<file path="src/rtl/sseg_pkg.sv">
// Shared constants and FSM encoding for the seven-segment display sequencer.
package sseg_pkg;

    localparam logic [7:0] SSEG_CMD_CLEAR      = 8'h76;
    localparam logic [7:0] SSEG_CMD_DP         = 8'h77;
    localparam int         SSEG_FRAME_LEN_DP   = 7;
    localparam int         SSEG_FRAME_LEN_NODP = 5;

    typedef enum logic [2:0] {
        ST_IDLE = 3'd0,
        ST_LOAD = 3'd1,
        ST_REQ  = 3'd2,
        ST_REL  = 3'd3,
        ST_GAP  = 3'd4,
        ST_DONE = 3'd5
    } sseg_state_t;

    function automatic logic [7:0] sseg_nibble(input logic [3:0] n);
        return {4'h0, n};
    endfunction

endpackage

</file>
<file path="src/rtl/sseg_ctrl_if.sv">
// Byte handshake between the display sequencer and the SPI byte sender.
interface sseg_ctrl_if;
    logic       req;
    logic [7:0] dat;
    logic       snt;

    modport master (output req, output dat, input snt);
    modport slave  (input req, input dat, output snt);
endinterface

</file>
<file path="src/rtl/sseg_frame_rom.sv">
// Maps a byte index within the display frame to the byte value; flags the final byte.
module sseg_frame_rom
    import sseg_pkg::*;
#(
    parameter bit SEND_DP = 1'b1
) (
    input  logic [2:0]  i_idx,
    input  logic [15:0] i_val,
    input  logic [3:0]  i_dp,
    output logic [7:0]  o_byte,
    output logic        o_last
);

    localparam int         LP_LEN  = SEND_DP ? SSEG_FRAME_LEN_DP : SSEG_FRAME_LEN_NODP;
    localparam logic [2:0] LP_LAST = 3'(LP_LEN - 1);
    localparam logic [2:0] LP_HDR  = SEND_DP ? 3'd3 : 3'd1;

    logic [1:0] w_dig;

    // digit slot counted from the first digit byte after the command header
    assign w_dig = 2'(i_idx - LP_HDR);

    always_comb begin
        o_byte = 8'h00;
        if (i_idx == 3'd0) begin
            o_byte = SSEG_CMD_CLEAR;
        end else if (SEND_DP && i_idx == 3'd1) begin
            o_byte = SSEG_CMD_DP;
        end else if (SEND_DP && i_idx == 3'd2) begin
            o_byte = sseg_nibble(i_dp);
        end else begin
            case (w_dig)
                2'd0:    o_byte = sseg_nibble(i_val[15:12]);
                2'd1:    o_byte = sseg_nibble(i_val[11:8]);
                2'd2:    o_byte = sseg_nibble(i_val[7:4]);
                default: o_byte = sseg_nibble(i_val[3:0]);
            endcase
        end
    end

    assign o_last = (i_idx == LP_LAST);

endmodule

</file>
<file path="src/rtl/sseg_ctrl.sv">
// Display frame sequencer: latches value/dp on update and streams the frame bytes over req/snt.
module sseg_ctrl
    import sseg_pkg::*;
#(
    parameter int GAP_CYC = 100,
    parameter bit SEND_DP = 1'b1,
    parameter int GAP_W   = 16
) (
    input  logic        clk,
    input  logic        rst_n,
    input  logic        upd,
    input  logic [15:0] val,
    input  logic [3:0]  dp,
    output logic        busy,
    output logic        done,
    sseg_ctrl_if.master spi
);

    localparam bit               LP_HAS_GAP  = (GAP_CYC > 0);
    localparam logic [GAP_W-1:0] LP_GAP_INIT = LP_HAS_GAP ? GAP_W'(GAP_CYC - 1) : '0;

    sseg_state_t      r_state;
    sseg_state_t      w_state_nxt;
    logic [2:0]       r_idx;
    logic [15:0]      r_val_l;
    logic [3:0]       r_dp_l;
    logic             r_pend;
    logic [GAP_W-1:0] r_gap;

    logic       w_start;
    logic       w_rel_exit;
    logic       w_adv;
    logic       w_last;
    logic [7:0] w_byte;

    // a start is held off while the sender still reports a byte from before a reset
    assign w_start    = (r_state == ST_IDLE) && (upd || r_pend) && !spi.snt;
    assign w_rel_exit = (r_state == ST_REL) && !spi.snt;
    assign w_adv      = (w_rel_exit && !w_last && !LP_HAS_GAP) ||
                        ((r_state == ST_GAP) && (r_gap == '0));

    sseg_frame_rom #(
        .SEND_DP (SEND_DP)
    ) u_rom (
        .i_idx  (r_idx),
        .i_val  (r_val_l),
        .i_dp   (r_dp_l),
        .o_byte (w_byte),
        .o_last (w_last)
    );

    always_ff @(posedge clk) begin
        if (!rst_n) begin
            r_state <= ST_IDLE;
        end else begin
            r_state <= w_state_nxt;
        end
    end

    always_comb begin
        w_state_nxt = r_state;
        case (r_state)
            ST_IDLE: if (w_start) w_state_nxt = ST_LOAD;
            ST_LOAD: w_state_nxt = ST_REQ;
            ST_REQ:  if (spi.snt) w_state_nxt = ST_REL;
            ST_REL: begin
                if (!spi.snt) begin
                    if (w_last)          w_state_nxt = ST_DONE;
                    else if (LP_HAS_GAP) w_state_nxt = ST_GAP;
                    else                 w_state_nxt = ST_LOAD;
                end
            end
            ST_GAP:  if (r_gap == '0) w_state_nxt = ST_LOAD;
            ST_DONE: w_state_nxt = ST_IDLE;
            default: w_state_nxt = ST_IDLE;
        endcase
    end

    always_ff @(posedge clk) begin
        if (!rst_n) begin
            r_pend <= 1'b0;
            r_idx  <= 3'd0;
            r_gap  <= '0;
        end else begin
            // any update that does not start a frame right now is remembered, one deep
            if (w_start) begin
                r_pend <= 1'b0;
            end else if (upd) begin
                r_pend <= 1'b1;
            end

            if (w_start) begin
                r_idx <= 3'd0;
            end else if (w_adv) begin
                r_idx <= r_idx + 3'd1;
            end

            if (w_rel_exit && !w_last) begin
                r_gap <= LP_GAP_INIT;
            end else if ((r_state == ST_GAP) && (r_gap != '0)) begin
                r_gap <= r_gap - GAP_W'(1);
            end
        end
    end

    always_ff @(posedge clk) begin
        if (w_start) begin
            r_val_l <= val;
            r_dp_l  <= dp;
        end
    end

    always_comb begin
        spi.req = (r_state == ST_REQ);
        spi.dat = (r_state == ST_IDLE) ? 8'h00 : w_byte;
        busy    = (r_state != ST_IDLE) || r_pend;
        done    = (r_state == ST_DONE);
    end

endmodule

</file>
<file path="src/flat_wrapper.sv">
// flat-port wrapper written by rule: the top's interface ports become plain ports
module sseg_ctrl_flat import sseg_pkg::*;
#(
    parameter int GAP_CYC = 100,
    parameter bit SEND_DP = 1'b1,
    parameter int GAP_W   = 16
)
  (clk, rst_n, upd, val, dp, busy, done, spi_req, spi_dat, spi_snt);
  sseg_ctrl_if spi_i ();
  input  logic clk;
  input  logic rst_n;
  input  logic upd;
  input  logic [15:0] val;
  input  logic [3:0] dp;
  output logic busy;
  output logic done;
  output wire logic [$bits(spi_i.req)-1:0] spi_req;
  output wire logic [$bits(spi_i.dat)-1:0] spi_dat;
  input wire logic [$bits(spi_i.snt)-1:0] spi_snt;
  assign spi_req = spi_i.req;
  assign spi_dat = spi_i.dat;
  assign spi_i.snt = spi_snt;
  sseg_ctrl #(.GAP_CYC(GAP_CYC), .SEND_DP(SEND_DP), .GAP_W(GAP_W)) u_core (.clk(clk), .rst_n(rst_n), .upd(upd), .val(val), .dp(dp), .busy(busy), .done(done), .spi(spi_i));
endmodule
</file>
<file path="config.mk">
export PLATFORM = sky130hd
export DESIGN_NAME = sseg_ctrl_flat
export DESIGN_NICKNAME = d
export VERILOG_FILES = /design/src/rtl/sseg_pkg.sv /design/src/rtl/sseg_ctrl_if.sv /design/src/rtl/sseg_frame_rom.sv /design/src/rtl/sseg_ctrl.sv /design/src/flat_wrapper.sv
export SDC_FILE = /design/constraint.sdc
export NUM_CORES = 1
export LEC_CHECK = 0
export CORE_MARGIN = 2
export CORE_UTILIZATION = 47
export CTS_BUF_LIST = sky130_fd_sc_hd__clkbuf_8 sky130_fd_sc_hd__clkbuf_16
export DETAILED_ROUTE_END_ITERATION = 10
export HOLD_SLACK_MARGIN = 0.15
export PLACE_DENSITY = 0.87
export SLEW_MARGIN = 20
export SYNTH_ARGS = -nofsm -noshare
export SYNTH_HDL_FRONTEND = slang
export SYNTH_SLANG_ARGS = --single-unit
</file>
<file path="constraint.sdc">
create_clock -name clk -period 2.75 [get_ports clk]
set_input_delay 0.55 -clock clk [delete_from_list [all_inputs] [get_ports clk]]
set_output_delay 0.55 -clock clk [all_outputs]
set_load 0.05 [all_outputs]
</file>
### After elaboration in Yosys (flattened, before gate mapping)

Cells that the tools add are included.

* equality and inequality tests: 14
* bitwise logic cells: 1
* reduce and logical (&&, ||, !) cells: 20
* add/subtract/negate cells: 3
* mux-type cells: 13

Operators with widths (count)
* $mux 7: 3
* $logic_not 16->1: 1
* $mux 8: 2
* $reduce_bool 16->1: 1
* $sub 16x1->16 const B: 1
* $pmux 3 s5: 1
* $mux 3: 4
* $pmux 4 s3: 1
* $eq 3x2->1 const B: 3
* $eq 3x3->1 const B: 3
* $eq 3x1->1 const B: 2
* $logic_and 1x1->1: 6
* $logic_not 3->1: 2
* $mux 4: 1
* $ne 2x1->1 const B: 2
* $ne 2x2->1 const B: 2
* $reduce_and 4->1: 1
* $reduce_or 2->1: 2
* $add 3x1->3 const B: 1
* $reduce_bool 3->1: 1
* $eq 2x1->1 const B: 1
* $eq 2x2->1 const B: 1
* $logic_not 1->1: 2
* $logic_not 2->1: 1
* 5 further kinds: 6

* register bits after elaboration: 43
* input bits: 24
* output and inout port bits: 11

### Longest topological paths before layout

Gate-level depths: netlist of the first run.

* depth in word-level cells: 7
* gate-level depth with buffers: 7
* depth with buffers taken out: 7

### Hierarchy

Synthesis of the first run repeated with hierarchy kept, for this count alone.

* cells, all modules: 204
* area, all modules: 2133.3 um2

Modules (own cells, without submodules)
* sseg_ctrl: times used 1, area an instance 1878.1 um2, cells an instance 171, seq. area each 1061.0 um2
* sseg_frame_rom: times used 1, area an instance 255.2 um2, cells an instance 33, seq. area each 0.0 um2

### Worst setup path before layout of the first run

OpenSTA, ideal clock, no wires.

* kind: reg-to-reg
* start: reg u_core.r_state[0]
* end: reg u_core.r_idx[0]
* period minus slack after synthesis: 2746 ps
* buffers on the path: 1
* stages on the path, launching flop included: 6
* arrival time: 2628 ps
* data required time: 2632 ps
* slack: 4 ps
* cell sequence: dfxtp_1 buf_2 or3_1 nor3_1 nand2b_1 nor2_1

* cells in the longest elaborated chain, start to end: 4

Ends and longest elaborated chain
* from (decl): RTL line sseg_ctrl.sv:22 `sseg_state_t r_state;`
* from (signal assigned): RTL line sseg_ctrl.sv:56 `r_state <= w_state_nxt;`
* $logic_not 3->1: RTL line sseg_ctrl.sv:37 `assign w_start = (r_state == ST_IDLE) && (upd || r_pend) && !spi.snt;`
* $logic_and 1x1->1 (2 in a row): RTL line sseg_ctrl.sv:37
* via u_core.w_start: RTL line sseg_ctrl.sv:30 `logic w_start;`
* $reduce_or 2->1 (no source line)
* to (signal assigned): RTL line sseg_ctrl.sv:95 `r_idx <= r_idx + 3'd1;`
* to (decl): RTL line sseg_ctrl.sv:24 `logic [2:0] r_idx;`

The timed path passes the listed nets, and every way through them passes these cells.
A chain may end at the register's enable or synchronous reset.

### Worst setup path in the final report of the first run

* start: reg u_core.r_idx[0]
* end: out spi_dat[0]

* cells in the longest elaborated chain, start to end: 7

Ends and longest elaborated chain
* $sub 2x2->2 (*): RTL line sseg_frame_rom.sv:21 `assign w_dig = 2'(i_idx - LP_HDR);`
* via u_core.u_rom.w_dig[0]: RTL line sseg_frame_rom.sv:18 `logic [1:0] w_dig;`
* $eq 2x2->1, or another cell as far along: RTL line sseg_frame_rom.sv:32 `case (w_dig)`
* $pmux 4 s3 (*): RTL line sseg_frame_rom.sv:32
* $mux 4 (*): RTL line sseg_frame_rom.sv:29 `end else if (SEND_DP && i_idx == 3'd2) begin`
* $mux 7 (*): RTL line sseg_frame_rom.sv:27 `end else if (SEND_DP && i_idx == 3'd1) begin`
* $mux 8 (*): RTL line sseg_frame_rom.sv:25 `if (i_idx == 3'd0) begin`
* $mux 8 (*): RTL line sseg_ctrl.sv:115 `spi.dat = (r_state == ST_IDLE) ? 8'h00 : w_byte;`
* to (decl): RTL line flat_wrapper.sv:18 `output wire logic [$bits(spi_i.dat)-1:0] spi_dat;`

The timed path passes the listed nets; every way through them passes the cells marked *.

==> impl_metrics.csv, run 1 <==
group,metric,value,unit
hold_path,min-delay-path-class,"flip-flop to flip-flop",
timing,worst_slack,0.208,ns
status,outcome,"complete, no violations",
cells_and_area,nNetsFinal,271,
job,max_cap_viol_count,0,
clock_network,ctsRootBufferMaster,"clkbuf_8",
clock_network,cts-buffers-inserted,5,
timing,setup_viol,0,
power_and_ir_drop,leakage,0.945,nW
critical_path,critical_path.max_stage_delay,0.40,ns
timing,final_max_slew_viol_count,0,
timing,layout_min_cycle_time,2.54,ns
timing,relSlewSlack,0.660,
grt,track_usage,0.183,
synthesis,synth.avg_cell_area,10.1,um2
synthesis,synth_seq_cells,43,
clock_network,cts_max_level,2,
critical_path,slowest_stage,"dfxtp_1",
grt,antenna_found_initial,0,
floorplan,rows,24,
grt,grt_start_max_net_pins,22,
critical_path,crit_family,"flip-flops",
place,place_inst,285,
routing,drt_iter0_markers,105,
clock_network,clockBufferDepth,2,
routing,drc,0,
timing,tightest_slew,0.506,ns
floorplan,io_pins,35,
synthesis,yosysUniqueCellTypes,46,
floorplan,die_area,4990,um2
routing,ant_nets,0,
synthesis,syn_inst,207,
power_and_ir_drop,ir_worst_vdd,361,uV
place,pre_cts_ws,0.420,ns
critical_path,path_buf_inv,2,
clock_network,path_clk_slew,0.09,ns
cells_and_area,area_growth,22.4,%
timing,fmax,393,MHz
cells_and_area,final_cell_count_no_fill,293,
routing,wl,4200,um
critical_path,path_cells,"inv_1 > ha_2 > a222oi_1 > nand2_1 > o21ai_0 > mux2i_1 > and3_1 > buf_4",
routing,avgRoutedWirePerCell,14.3,um
timing,fin_tns_setup,0,ns
clock_network,clk_latency,0.30,ns
grt,grt_overflow,0,
power_and_ir_drop,power_density,622,nW/um2
critical_path,end_kind,"output pin",
floorplan,die_x,70.6,um
clock_network,cts_tree,"built",
critical_path,critPathMaxFanout,7,
critical_path,required,2.20,ns
timing,hold_viol_final,0,
critical_path,worst_setup_path_start_kind,"flip-flop",
floorplan,start_util,0.482,
timing,skew,0.00973,ns
place,place_hpwl,3130,um
routing,drtPass1Iterations,4,
cells_and_area,final_area,2550,um2
synthesis,synthesis.area,2090,um2
synthesis,yosys_warnings,0,
synthesis,synth_enable_flop_cells,20,
synthesis,async_flop_share,0,
timing,period_share,0.924,
place,port-buffer-count,33,
timing,rsz0062_at_grt,"false",
critical_path,path_class,"flip-flop to output pin",
synthesis,synthesis.nets,238,
critical_path,arrival,1.99,ns
synthesis,ys_seq_area_frac,0.509,
floorplan,core_area,4320,um2
place,place_area,2430,um2
cells_and_area,layout-drive-gt1-share,0.104,
floorplan,fp.dieH,70.6,um
clock_network,ctsHoldBuffers,0,
routing,vias,1611,
place,gp_congestion,0.808,
synthesis,synthFlopType,"dfxtp_1",
cells_and_area,diodes,0,
clock_network,cts.sinks,43,
grt,grt_pass1_wl,7160,um
grt,grt_pass1_vias,1560,
routing,viasPerCell,5.50,
-- through the flow --
step	utilization	power, mW	hold slack, ns
global route	0.591	1.66	0.539
CTS	0.589	1.60	0.503
floorplan	-	0.996	0.456
global placement	0.562	1.10	0.467
finish	0.591	1.59	0.504
detailed placement	0.562	1.10	0.489
-- cell usage in the layout (no fill, tap or decap), drive strengths merged, types with 4 or more instances in the layout --
cell type,synthesis,routed
nor2,26,26
nor3,6,6
dfxtp,23,23
nor4,4,4
and3,5,5
xnor2,8,8
inv,9,10
a21oi,14,14
a222oi,4,4
nand3,6,6
xor2,5,5
o21ai,7,7
buf,6,8
edfxtp,20,20
ha,7,7
nand2,15,15
clkdlybuf4s50,0,26
clkbuf,2,5
-- synthesized netlist by cell type (all sizes together) (2+ instances only) --
| library cell | number | share of area |
|---|---|---|
| nor2 | 26 | 0.047 |
| dfxtp | 23 | 0.22 |
| edfxtp | 20 | 0.29 |
| nand2 | 15 | 0.027 |
| a21oi | 14 | 0.035 |
| inv | 9 | 0.016 |
| xnor2 | 8 | 0.034 |
| ha | 7 | 0.042 |
| o21ai | 7 | 0.017 |
| buf | 6 | 0.018 |
| nand3 | 6 | 0.014 |
| nor3 | 6 | 0.020 |
| and3 | 5 | 0.015 |
| xor2 | 5 | 0.021 |
| a222oi | 4 | 0.019 |
| nor4 | 4 | 0.012 |
| a211oi | 3 | 0.011 |
| mux2i | 3 | 0.014 |
| nand2b | 3 | 0.0090 |
| nor3b | 3 | 0.013 |
| o21a | 3 | 0.011 |
| or3 | 3 | 0.0096 |
| or4 | 3 | 0.013 |
| a21boi | 2 | 0.0072 |
| and2 | 2 | 0.0060 |
| clkbuf | 2 | 0.0036 |
| nand4 | 2 | 0.0060 |
-- path summary, 6_finish.rpt --
kind | startpoint | end | slack [ns] | cells after the start
min reg2reg | u_core.r_gap[10]$_SDFFE_PP0P_ | u_core.r_gap[10]$_SDFFE_PP0P_ | 0.50 | 2
min | u_core.r_gap[10]$_SDFFE_PP0P_ | u_core.r_gap[10]$_SDFFE_PP0P_ | 0.50 | 2
max | u_core.r_idx[0]$_SDFFE_PP0P_ | spi_dat[0] | 0.21 | 8
max reg2reg | u_core.r_idx[0]$_SDFFE_PP0P_ | u_core.r_gap[3]$_SDFFE_PP0P_ | 0.69 | 6
-- final cells by class --
class / instances / area (um2)
sequential: 43 / 1060
multi-input combinational: 147 / 956
timing repair buffer: 34 / 320
fill: 377 / 1770
inverter: 9 / 33.8
clock inverter: 3 / 47.5
tap: 52 / 65.1
clock buffer: 5 / 68.8
-- flip-flops by register name, summed over array words and instances, names as in the netlist --
name / count
u_core.r_pend: 1
u_core.r_gap: 16
u_core.r_val_l: 16
u_core.r_dp_l: 4
u_core.r_idx: 3
u_core.r_state: 3
-- timing repair --
action,4_1_cts,5_1_grt
buffers inserted,0,0
setup endpoints to repair,0,3
gates resized for setup,0,3
-- report_power, final --
part           total (mW)  internal (mW)  switching (mW)
clock               0.502          0.275           0.227
sequential          0.742          0.716          0.0261
combinational       0.344          0.117           0.228
total                1.59           1.11           0.481
-- kinds of logic (layout without fill, tap and decap cells) --
group                    count (synthesis)  after routing  share of synthesized area
AND/OR/NAND/NOR                         81             81                      0.205
buffers and inverters                   17             51                     0.0378
multiplexers                             3              3                     0.0144
adder cells (fa/ha/maj)                  7              7                     0.0420
other                                    1              1                    0.00180
XOR/XNOR                                13             13                     0.0546
AO/OA/AOI/OAI                           42             42                      0.136
flip-flops                              43             43                      0.509
-- metal layers --
layer,vias up,global-route usage,wire length [um]
li1,821,-,-
met1,751,0.231,1910
met2,33,0.311,2070
met3,6,0.0385,141
met4,0,0.0692,74
met5,-,0,0
-- tightest hold or removal path: stages, from the launching register on --
cell and delay (ns):
dfxtp_1 0.33, o31ai_1 0.07, a21oi_1 0.06
No activity file was read; power rests on OpenSTA's default activity.
==> run 2, diff against run 1 <==
--- a/config.mk
+++ b/config.mk
@@ -6,11 +6,12 @@
 export NUM_CORES = 1
 export LEC_CHECK = 0
 export CORE_MARGIN = 2
-export CORE_UTILIZATION = 47
+export CORE_UTILIZATION = 50
 export CTS_BUF_LIST = sky130_fd_sc_hd__clkbuf_8 sky130_fd_sc_hd__clkbuf_16
 export DETAILED_ROUTE_END_ITERATION = 10
+export DONT_BUFFER_PORTS = 1
 export HOLD_SLACK_MARGIN = 0.15
-export PLACE_DENSITY = 0.87
+export PLACE_DENSITY = 0.8
 export SLEW_MARGIN = 20
 export SYNTH_ARGS = -nofsm -noshare
 export SYNTH_HDL_FRONTEND = slang
==> run 2 against run 1 <==
Sequential share of layout area increased by 5.6 points. Sequential power about the same. Clock-buffer cell count unchanged. Clock power decreased by 23%. Combinational power shrank 17%. Worst hold slack got worse by 0.16 ns. Via count decreased by 6.5%. Critical path depth shrank 1. Critical path type unchanged. Largest power group unchanged. Highest routed layer unchanged.
==> impl_metrics.csv, run 2 (synthesis gave the netlist of run 1 again) <==
group,metric,value,unit
timing,skew,0.00981,ns
clock_network,path_clk_slew,0.08,ns
critical_path,critPathMaxFanout,7,
place,gp_congestion,0.833,
floorplan,core_area,4000,um2
grt,grt_overflow,0,
clock_network,cts_max_level,2,
power_and_ir_drop,leakage,0.823,nW
routing,vias,1507,
critical_path,reg2reg_from,"u_core.r_idx[0]$_SDFFE_PP0P_",
timing,fin_tns_setup,0,ns
routing,wl,3840,um
place,place_hpwl,2870,um
timing,period_share,0.948,
grt,grt_start_max_net_pins,22,
cells_and_area,diodes,0,
cells_and_area,final_common_cell,"nor2_1",
job,max_cap_viol_count,0,
cells_and_area,top_regs,"u_core.r_gap: 16 flops, u_core.r_val_l: 16 flops, u_core.r_dp_l: 4 flops",
grt,grt_pass1_wl,6020,um
power_and_ir_drop,power_density,630,nW/um2
clock_network,postCtsSetupRepairBufs,0,
hold_path,worstHoldEndpoint,"u_core.r_dp_l[2]$_DFFE_PP_",
critical_path,end_kind,"output pin",
floorplan,die_x,68.6,um
floorplan,rows,23,
timing,hold_viol_final,0,
hold_path,hp-start,"dp[2]",
routing,drt_iter0_markers,138,
clock_network,clk_latency,0.30,ns
clock_network,clockBufferDepth,2,
cells_and_area,area_growth,7.80,%
cells_and_area,layout_common_cells,"nor2_1 (25), dfxtp_1 (22), edfxtp_1 (20)",
timing,relSlewSlack,0.608,
floorplan,fp.dieH,68.6,um
critical_path,arrival,2.06,ns
routing,drtPass1Iterations,4,
floorplan,die_area,4700,um2
clock_network,cts-buffers-inserted,5,
timing,layout_min_cycle_time,2.61,ns
critical_path,path_class,"flip-flop to output pin",
clock_network,cts_tree,"built",
critical_path,ff2ff_path_depth,6,
timing,setup_viol,0,
timing,rsz0062_at_grt,"false",
floorplan,start_util,0.521,
floorplan,io_pins,35,
cells_and_area,layout-drive-gt1-share,0.103,
grt,grt_pass1_vias,1342,
power_and_ir_drop,ir_worst_vdd,297,uV
routing,ant_nets,0,
timing,final_max_slew_viol_count,0,
hold_path,min-delay-path-class,"primary input to flip-flop",
routing,avgRoutedWirePerCell,14.6,um
cells_and_area,nNetsFinal,243,
routing,viasPerCell,5.73,
timing,fin_hold_ws,0.344,ns
critical_path,required,2.20,ns
cells_and_area,n_fill_cell,348,
place,port-buffer-count,0,
critical_path,r2r_setup_slack,0.69,ns
routing,drc,0,
critical_path,worst_setup_path_start_kind,"flip-flop",
clock_network,ctsRootBufferMaster,"clkbuf_8",
timing,tightest_slew,0.583,ns
clock_network,cts.sinks,43,
grt,antenna_found_initial,0,
grt,track_usage,0.176,
status,outcome,"complete, no violations",
hold_path,hold_depth,0,
timing,fmax,384,MHz
critical_path,r2r-end,"u_core.r_gap[14]$_SDFFE_PP0P_",
[run 2: changes by cell type in the layout (fill, tap and decap cells not counted), moves of 2 or more]
cell | previous run | this run
clkdlybuf4s50_1 | 26 | 0
buf_4 | 8 | 6
ha_1 | 5 | 7
ha_2 | 2 | 0
[run 2: stage by stage]
step / total power, mW / setup WS [ns] / cells / area [um2] / utilization
6_report: 1.42 / 0.143 / 263 / 2250 / 0.562
5_1_grt: 1.47 / 0.0247 / 263 / 2250 / 0.562
4_1_cts: 1.42 / 0.0854 / 263 / 2250 / 0.561
3_5_place_dp: 1.04 / 0.421 / 255 / 2160 / 0.540
3_3_place_gp: 1.04 / 0.522 / 255 / 2160 / 0.540
2_1_floorplan: 0.996 / 0.00444 / 207 / 2090 / -
[run 2: what timing repair did]
action	in CTS	in global routing
endpoints found under the setup margin	0	3
hold endpoints to repair	0	0
gates resized for setup	0	2
hold buffers	0	0
[run 2: worst max path at each step]
stage                                   startpoint                      endpoint  slack, ns
global route          u_core.r_idx[0]$_SDFFE_PP0P_                    spi_dat[2]       0.02
floorplan           u_core.r_state[0]$_SDFFE_PN0P_  u_core.r_idx[0]$_SDFFE_PP0P_      0.004
detailed placement    u_core.r_idx[1]$_SDFFE_PP0P_                    spi_dat[0]       0.42
global placement      u_core.r_idx[1]$_SDFFE_PP0P_                    spi_dat[0]       0.52
CTS                   u_core.r_idx[1]$_SDFFE_PP0P_                    spi_dat[0]       0.09
finish                u_core.r_idx[0]$_SDFFE_PP0P_                    spi_dat[1]       0.14
[run 2: where the power goes]
group | switching, mW | internal, mW | total (mW)
registers | 0.0263 | 0.717 | 0.743
logic | 0.215 | 0.0708 | 0.285
clock network | 0.214 | 0.174 | 0.388
[run 2: critical path: stages (launching register included)]
cell and delay [ns]:
dfxtp_1 0.40, inv_1 0.14, ha_1 0.31, a222oi_1 0.35, a21oi_1 0.13, mux2i_1 0.14, a21oi_1 0.08, buf_4 0.22
[run 2: final cells by class]
cell class | count | area (um2) | area share
Sequential cell | 43 | 1060 | 0.472
Multi-Input combinational cell | 147 | 960 | 0.427
Clock buffer | 5 | 68.8 | 0.0306
Tap cell | 50 | 62.6 | 0.0278
Timing Repair Buffer | 6 | 45.0 | 0.0200
Inverter | 9 | 33.8 | 0.0150
Clock inverter | 3 | 16.3 | 0.00723
[run 2: per-layer routing]
layer / global-route usage / routed length, um
met5: 0 / 0
met4: 0.0975 / 64
met3: 0.0519 / 211
met2: 0.254 / 1700
met1: 0.234 / 1870
